File: src/rtl/uart_pkg.sv
// Shared UART definitions: Tx FSM states, serial line levels and parity.
// Imported by both the transmitter and the receiver so bit order and levels agree.
package uart_pkg;

    // Widest payload the parity helper accepts; narrower data is zero-extended.
    localparam int UART_MAX_BITS = 32;

    localparam logic UART_IDLE_LVL  = 1'b1;
    localparam logic UART_START_LVL = 1'b0;
    localparam logic UART_STOP_LVL  = 1'b1;

    typedef enum logic [2:0] {
        TX_IDLE   = 3'd0,
        TX_START  = 3'd1,
        TX_DATA   = 3'd2,
        TX_PARITY = 3'd3,
        TX_STOP   = 3'd4
    } tx_state_t;

    // Zero padding does not change the XOR, so one helper serves any width.
    function automatic logic uart_parity(
        input logic [UART_MAX_BITS-1:0] data,
        input logic                     odd
    );
        return (^data) ^ odd;
    endfunction

endpackage

File: src/rtl/uart_bit_timer.sv
// Oversample tick counter: counts clk cycles within one serial bit while run=1.
// Ports: clk, rst_n (async low), run (hold at 0 when idle), bit_end (last tick of a bit).
module uart_bit_timer #(
    parameter int OVERSAMPLE = 16
) (
    input  logic clk,
    input  logic rst_n,
    input  logic run,
    output logic bit_end
);

    localparam int TW = (OVERSAMPLE > 1) ? $clog2(OVERSAMPLE) : 1;
    localparam logic [TW-1:0] LAST = TW'(OVERSAMPLE - 1);

    logic [TW-1:0] tick;

    assign bit_end = run && (tick == LAST);

    // Wrap at every bit boundary so each bit starts at tick 0.
    always_ff @(posedge clk or negedge rst_n) begin
        if (!rst_n) begin
            tick <= '0;
        end else if (!run || bit_end) begin
            tick <= '0;
        end else begin
            tick <= tick + TW'(1);
        end
    end

endmodule

File: src/rtl/uart_tx_piso.sv
// UART transmitter: frames one byte as start, data MSB first, optional parity, stop.
// Ports: Tx_clk, rst_n, tx_start, data_in -> tx (serial), tx_busy, tx_done (1-cycle pulse).
module uart_tx_piso
    import uart_pkg::*;
#(
    parameter int DATA_BITS  = 8,
    parameter int OVERSAMPLE = 16,
    parameter int PARITY_EN  = 1,
    parameter int PARITY_ODD = 0
) (
    input  logic                 Tx_clk,
    input  logic                 rst_n,
    input  logic                 tx_start,
    input  logic [DATA_BITS-1:0] data_in,
    output logic                 tx,
    output logic                 tx_busy,
    output logic                 tx_done
);

    localparam int BW = $clog2(DATA_BITS + 1);
    localparam logic [BW-1:0] LAST_IDX = BW'(DATA_BITS - 1);

    tx_state_t            state;
    logic [DATA_BITS-1:0] shreg;
    logic [DATA_BITS-1:0] sh_next;
    logic [BW-1:0]        bit_idx;
    logic                 par_bit;
    logic                 bit_end;
    logic                 run;

    assign run     = (state != TX_IDLE);
    assign sh_next = shreg << 1;

    uart_bit_timer #(
        .OVERSAMPLE(OVERSAMPLE)
    ) u_timer (
        .clk    (Tx_clk),
        .rst_n  (rst_n),
        .run    (run),
        .bit_end(bit_end)
    );

    // tx is registered, so each branch loads the level of the bit that
    // starts on the following cycle.
    always_ff @(posedge Tx_clk or negedge rst_n) begin
        if (!rst_n) begin
            state   <= TX_IDLE;
            shreg   <= '0;
            bit_idx <= '0;
            par_bit <= 1'b0;
            tx      <= UART_IDLE_LVL;
            tx_busy <= 1'b0;
            tx_done <= 1'b0;
        end else begin
            tx_done <= 1'b0;
            case (state)
                TX_IDLE: begin
                    tx      <= UART_IDLE_LVL;
                    tx_busy <= 1'b0;
                    if (tx_start) begin
                        shreg   <= data_in;
                        par_bit <= uart_parity(UART_MAX_BITS'(data_in),
                                               PARITY_ODD != 0);
                        bit_idx <= '0;
                        tx      <= UART_START_LVL;
                        tx_busy <= 1'b1;
                        state   <= TX_START;
                    end
                end
                TX_START: begin
                    if (bit_end) begin
                        tx    <= shreg[DATA_BITS-1];
                        state <= TX_DATA;
                    end
                end
                TX_DATA: begin
                    if (bit_end) begin
                        shreg   <= sh_next;
                        bit_idx <= bit_idx + BW'(1);
                        if (bit_idx == LAST_IDX) begin
                            if (PARITY_EN != 0) begin
                                tx    <= par_bit;
                                state <= TX_PARITY;
                            end else begin
                                tx    <= UART_STOP_LVL;
                                state <= TX_STOP;
                            end
                        end else begin
                            tx <= sh_next[DATA_BITS-1];
                        end
                    end
                end
                TX_PARITY: begin
                    if (bit_end) begin
                        tx    <= UART_STOP_LVL;
                        state <= TX_STOP;
                    end
                end
                TX_STOP: begin
                    if (bit_end) begin
                        tx      <= UART_IDLE_LVL;
                        tx_busy <= 1'b0;
                        tx_done <= 1'b1;
                        state   <= TX_IDLE;
                    end
                end
                default: begin
                    tx      <= UART_IDLE_LVL;
                    tx_busy <= 1'b0;
                    state   <= TX_IDLE;
                end
            endcase
        end
    end

endmodule

File: config.mk
export PLATFORM = sky130hd
export DESIGN_NAME = uart_tx_piso
export DESIGN_NICKNAME = d
export VERILOG_FILES = /design/src/rtl/uart_pkg.sv /design/src/rtl/uart_bit_timer.sv /design/src/rtl/uart_tx_piso.sv
export SDC_FILE = /design/constraint.sdc
export NUM_CORES = 1
export LEC_CHECK = 0
export CELL_PAD_IN_SITES_DETAIL_PLACEMENT = 0
export CELL_PAD_IN_SITES_GLOBAL_PLACEMENT = 1
export CORE_UTILIZATION = 43
export DETAILED_ROUTE_END_ITERATION = 10
export PLACE_DENSITY = 0.79
export SETUP_SLACK_MARGIN = 0.4
export SYNTH_ARGS = -nofsm -noshare
export SYNTH_HDL_FRONTEND = slang
export SYNTH_HIERARCHICAL = 1
export SYNTH_SLANG_ARGS = --single-unit
export TNS_END_PERCENT = 50
File: constraint.sdc
create_clock -name Tx_clk -period 2.6 [get_ports Tx_clk]
set_input_delay 0.26 -clock Tx_clk [delete_from_list [all_inputs] [get_ports Tx_clk]]
set_output_delay 0.26 -clock Tx_clk [all_outputs]
set_load 0.05 [all_outputs]
### Yosys cells after proc, flatten, opt, wreduce, memory -nomap -nowiden

Index checks and enable logic that the tools add are counted.

| operators by class | value |
|---|---|
| multiplexer cells | 25 |
| bitwise gates (word level) | 1 |
| reductions and logical operators | 14 |
| add/sub/neg operators | 2 |
| eq/ne operators | 13 |

Operators with widths:

| operator | count |
|---|---|
| $reduce_xor A32 Y1 | 1 |
| $mux W3 | 6 |
| $mux W8 | 2 |
| $pmux W8 S2 | 1 |
| $pmux W3 S5 | 1 |
| $mux W4 | 3 |
| $ne A2 B1 Y1 const B | 5 |
| $mux W1 | 9 |
| $add A4 B1 Y4 const B | 2 |
| $pmux W4 S2 | 1 |
| $eq A3 B2 Y1 const B | 2 |
| $reduce_and A3 Y1 | 2 |
| $reduce_and A6 Y1 | 1 |
| $eq A4 B3 Y1 const B | 1 |
| $eq A4 B4 Y1 const B | 1 |
| $ne A2 B2 Y1 const B | 2 |
| $pmux W1 S4 | 1 |
| $reduce_and A2 Y1 | 2 |
| $eq A3 B1 Y1 const B | 1 |
| $eq A3 B3 Y1 const B | 1 |
| $logic_not A3 Y1 | 1 |
| $pmux W1 S3 | 1 |
| $reduce_bool A3 Y1 | 1 |
| $reduce_or A3 Y1 | 1 |
| 6 further kinds | 6 |

| storage, ports and cells | value |
|---|---|
| word-level logic and storage cells | 63 |
| output and inout port bits | 3 |
| register bits after elaboration | 23 |

### Depth between registers and ports, before layout

| depth | value |
|---|---|
| word-level depth | 4 |
| gate-level depth with buffers | 11 |
| depth with buffers taken out | 7 |

### Modules after synthesis

The synthesis kept the hierarchy.

By module, submodules not included:

| module | instances | cells an instance | area each (µm²) |
|---|---|---|---|
| uart_tx_piso | 1 | 100 | 1,044.8 |
| uart_bit_timer | 1 | 15 | 173.9 |

### Worst setup path after synthesis

No wires, ideal clock.

| timing | value |
|---|---|
| path kind | flip-flop to flip-flop |
| from | reg state[2] |
| to | reg bit_idx[0] |
| stages on the path, launching flop included | 12 |
| setup time | 0.076 ns |
| period minus slack after synthesis | 1.911 ns |
| buffers on the path | 4 |
| arrival | 1.835 ns |
| slack | 0.689 ns |
| cells stage by stage | dfrtp_1 buf_2 or3_4 inv_1 nor2_1 buf_4 nand2_1 a211o_1 buf_6 buf_6 nand2_1 o21ai_1 |

| between the ends | value |
|---|---|
| word-level cells in the longest chain between the ends | 4 |
| elaborated cells between the ends (all ways) | 9 |
| those cells by class | eq/ne: 3; mux: 1; reduce/logical: 5 |

Ends and longest elaborated chain:

| element | RTL line | text |
|---|---|---|
| start, declared | uart_tx_piso.sv:23 | `tx_state_t state;` |
| start signal, assigned | uart_tx_piso.sv:47 | `state <= TX_IDLE;` |
| start signal, assigned | uart_tx_piso.sv:67 | `state <= TX_START;` |
| start signal, assigned | uart_tx_piso.sv:73 | `state <= TX_DATA;` |
| $reduce_bool A3 Y1 | uart_tx_piso.sv:31 | `assign run = (state != TX_IDLE);` |
| net run | uart_tx_piso.sv:29 | `logic run;` |
| $logic_and A1 B1 Y1 | uart_bit_timer.sv:17 | `assign bit_end = run && (tick == LAST);` |
| net bit_end | uart_tx_piso.sv:28 | `logic bit_end;` |
| $ne A2 B1 Y1 (no line) | -- |  |
| $reduce_and A3 Y1 (no line) | -- |  |
| end signal, assigned | uart_tx_piso.sv:79 | `bit_idx <= bit_idx + BW'(1);` |
| end, declared | uart_tx_piso.sv:26 | `logic [BW-1:0] bit_idx;` |

The timed path passes the listed nets, and every way through them passes these cells.
A chain may end at the register's enable or synchronous reset.

### Worst setup path in the final report

| timing | value |
|---|---|
| from | reg state[0] |
| to | reg bit_idx[2] |

The elaborated chain is that of the path after synthesis.

==> impl_metrics.env <==
export IMPL_synth_area_top_cells="dfrtp_1, mux2i_1, xnor2_1"
export IMPL_grt_max_degree=24
export IMPL_antenna_found_initial=0
export IMPL_sw_frac_of_total_pct=36.31
export IMPL_yosysMostFrequentCell="dfrtp_1"
export IMPL_power_density_nw_per_um2=900.4
export IMPL_drtPass1Iterations=4
export IMPL_cp_required_ps=2810
export IMPL_synth_top_area_share_pct=45.17
export IMPL_start_kind="flip-flop"
export IMPL_post_cts_buffers=0
export IMPL_fin_crit_ps=1960
export IMPL_place_congestion=0.7849
export IMPL_wire_per_inst_um=13.31
export IMPL_peakVddDrop_mv=0.5302
export IMPL_r2r_setup_slack_ps=640
export IMPL_insertion_delay_ps=300
export IMPL_power_total_mw=1.252
export IMPL_ys_seq_elements=23
export IMPL_drcViolationCount=0
export IMPL_pwr_share_seq_pct=50.1
export IMPL_rsz0062_at_grt="no"
export IMPL_row_count=18
export IMPL_cp_endpoint="bit_idx[2]"
export IMPL_setup_viol=0
export IMPL_netlist_instances=115
export IMPL_die_w_um=55.24
export IMPL_synth_largest_area_cell="dfrtp_1"
export IMPL_cap_violations=0
export IMPL_ant_nets=0
export IMPL_hpwl_um=1593
export IMPL_power_net_switching_uw=454.4
export IMPL_crit_type="reg2reg"
export IMPL_r2r_start="state[0]"
export IMPL_die_h_um=55.24
export IMPL_reg2reg_depth=7
export IMPL_cp_end_kind="flip-flop"
export IMPL_crit_start="state[0]"
export IMPL_cts_root_buffer="clkbuf_4"
export IMPL_area_growth_pct=14.07
export IMPL_clockPowerShare_pct=13.0
export IMPL_grt_pass1_vias=865
export IMPL_num_io_pins=14
export IMPL_postSynthAreaPerCell_um2=10.60
export IMPL_htreeDepth=1
export IMPL_fmax_mhz=510.2
export IMPL_min_path_type="in2async"
export IMPL_drive_above_1_share_pct=12.31
export IMPL_timing_final_crit_share_pct=75.39
export IMPL_final_max_slew_viol_count=0
export IMPL_initial_core_util_pct=47.47
export IMPL_cts_tree="done"
export IMPL_numCtsBuffers=3
export IMPL_cts_sinks=23
export IMPL_tns_ps=0
export IMPL_synth_main_ff_cell="dfrtp_1"
export IMPL_ys_seq_area_share_pct=47.33
export IMPL_synth_cell_type_count=37
export IMPL_dieArea_um2=3051
export IMPL_async_flop_share_pct=100.0
export IMPL_power_internal_uw=797.2
export IMPL_synth_edf_count=0
export IMPL_leakage_nw=0.5982
export IMPL_vias=852
export IMPL_cp_max_fo=18
export IMPL_clockBufferDepth=2
export IMPL_antennaDiodeCount=0
export IMPL_status="complete, no violations"
export IMPL_synth_common_cells="dfrtp_1, nand2_1, xnor2_1"
export IMPL_portBuffers=13
export IMPL_syn_nets=128
export IMPL_fin_skew_ps=12.05
export IMPL_arrival_ps=2170
export IMPL_drtIter0Drc=6
export IMPL_clkSlewWorstSetupHoldPaths_ps=130
export IMPL_netlist_area_um2=1219
export IMPL_overflow=0
export IMPL_maxSlewHeadroom_pct=53.87
export IMPL_grt_pass1_wl_um=3829
export IMPL_comb_power_share_pct=36.9
export IMPL_worstReg2RegEnd="bit_idx[2]"
export IMPL_hold_viol_final=0
export IMPL_synth_warnings=6
export IMPL_drt_wl_total_um=2129
export IMPL_worst_slew_pin_transition_ps=691.2
export IMPL_viasPerCell=5.325
export IMPL_grt_usage_pct=15.74
export IMPL_core_um2=2567
export IMPL_finish_net_count=144
-- layout by cell type, fill, tap and decap left out, types with 3 or more instances in the layout --
cell and count:
a21oi_1 3, and3_1 3, buf_4 4, clkbuf_4 3, clkdlybuf4s50_1 13, dfrtp_1 22
inv_1 5, mux2i_1 7, nand2_1 13, nand3_1 3, nand3b_1 3, nor2_1 7
o21ai_0 3, o21ai_1 7, xnor2_1 8
-- kinds of logic (layout without fill, tap and decap cells) --
family                   count (synthesis)  in the layout  synth area share [%]
AND/OR/NAND/NOR                         35             35                 16.32
AO/OA/AOI/OAI                           26             26                 14.48
flip-flops                              23             23                 47.33
buffers and inverters                   11             26                 5.954
XOR/XNOR                                10             10                 7.187
multiplexers                             8              8                 6.674
adder cells (fa/ha/maj)                  2              2                 2.053
-- how the worst min path moves through the flow --
stage | start | end | cells past startpoint
after floorplan | rst_n | bit_idx[0] | 0
after global placement | shreg[4] | shreg[4] | 2
after detailed placement | shreg[4] | shreg[4] | 2
after CTS | rst_n | u_timer/tick[1] | 2
after global routing | rst_n | u_timer/tick[1] | 2
final | rst_n | u_timer/tick[2] | 2
-- stage by stage --
stage	instance area (µm²)	std cells	util (%)	setup WS, ps	hold WS (ps)
floorplan	1219	115	-	688.9	-35.59
global placement	1363	156	53.07	568.4	474.3
detailed placement	1363	156	53.07	523.8	480.2
CTS	1389	160	54.09	501.0	303.2
global route	1390	160	54.14	462.4	335.6
finish	1390	160	54.14	639.9	293.3
-- sequential cells by signal, summed over array words and instances, names as in the netlist --
| signal | flops |
|---|---|
| bit_idx | 4 |
| tx_busy | 1 |
| tx_done | 1 |
| tx | 1 |
| shreg | 8 |
| state | 3 |
| par_bit | 1 |
| u_timer/tick | 4 |
-- per-layer routing --
metal  wire, µm  vias up  global-route usage, %  share of wire (%)
li1           -      432                      -                  -
met2       1006       15                  25.99                 47
met5          0        -                      0                  0
met1       1027      403                  20.66                 48
met4         21        0                  6.429               0.99
met3         74        2                  2.342                3.5
-- area by class of cell --
| cell class | count | area, µm² |
|---|---|---|
| inverter | 5 | 18.77 |
| sequential | 23 | 576.8 |
| tap | 30 | 37.54 |
| timing repair buffer | 17 | 160.2 |
| fill | 240 | 1177 |
| multi-input combinational | 81 | 570.5 |
| clock buffer | 4 | 26.28 |
-- worst max-delay path: stages, from the launching register on --
cell	delay (ps)
dfrtp_1	530
or3_4	210
inv_1	80
nor2_1	150
nand2_1	100
a211o_2	490
a21o_1	210
o2bb2ai_2	110
-- repair_timing --
item	in CTS	in global routing
gates resized for setup	0	1
setup endpoints to repair	0	2
hold endpoints to repair	0	0
hold buffers	0	0
-- power by group through the flow --
| stage | combinational, mW | clock [mW] | sequential [mW] |
|---|---|---|---|
| floorplan | 0.341 | 0 | 0.649 |
| global placement | 0.460 | 0 | 0.631 |
| detailed placement | 0.470 | 0 | 0.634 |
| CTS | 0.471 | 0.172 | 0.629 |
| global route | 0.521 | 0.182 | 0.651 |
| finish | 0.462 | 0.163 | 0.627 |
Note: power is estimated with default switching activity, not from simulation.
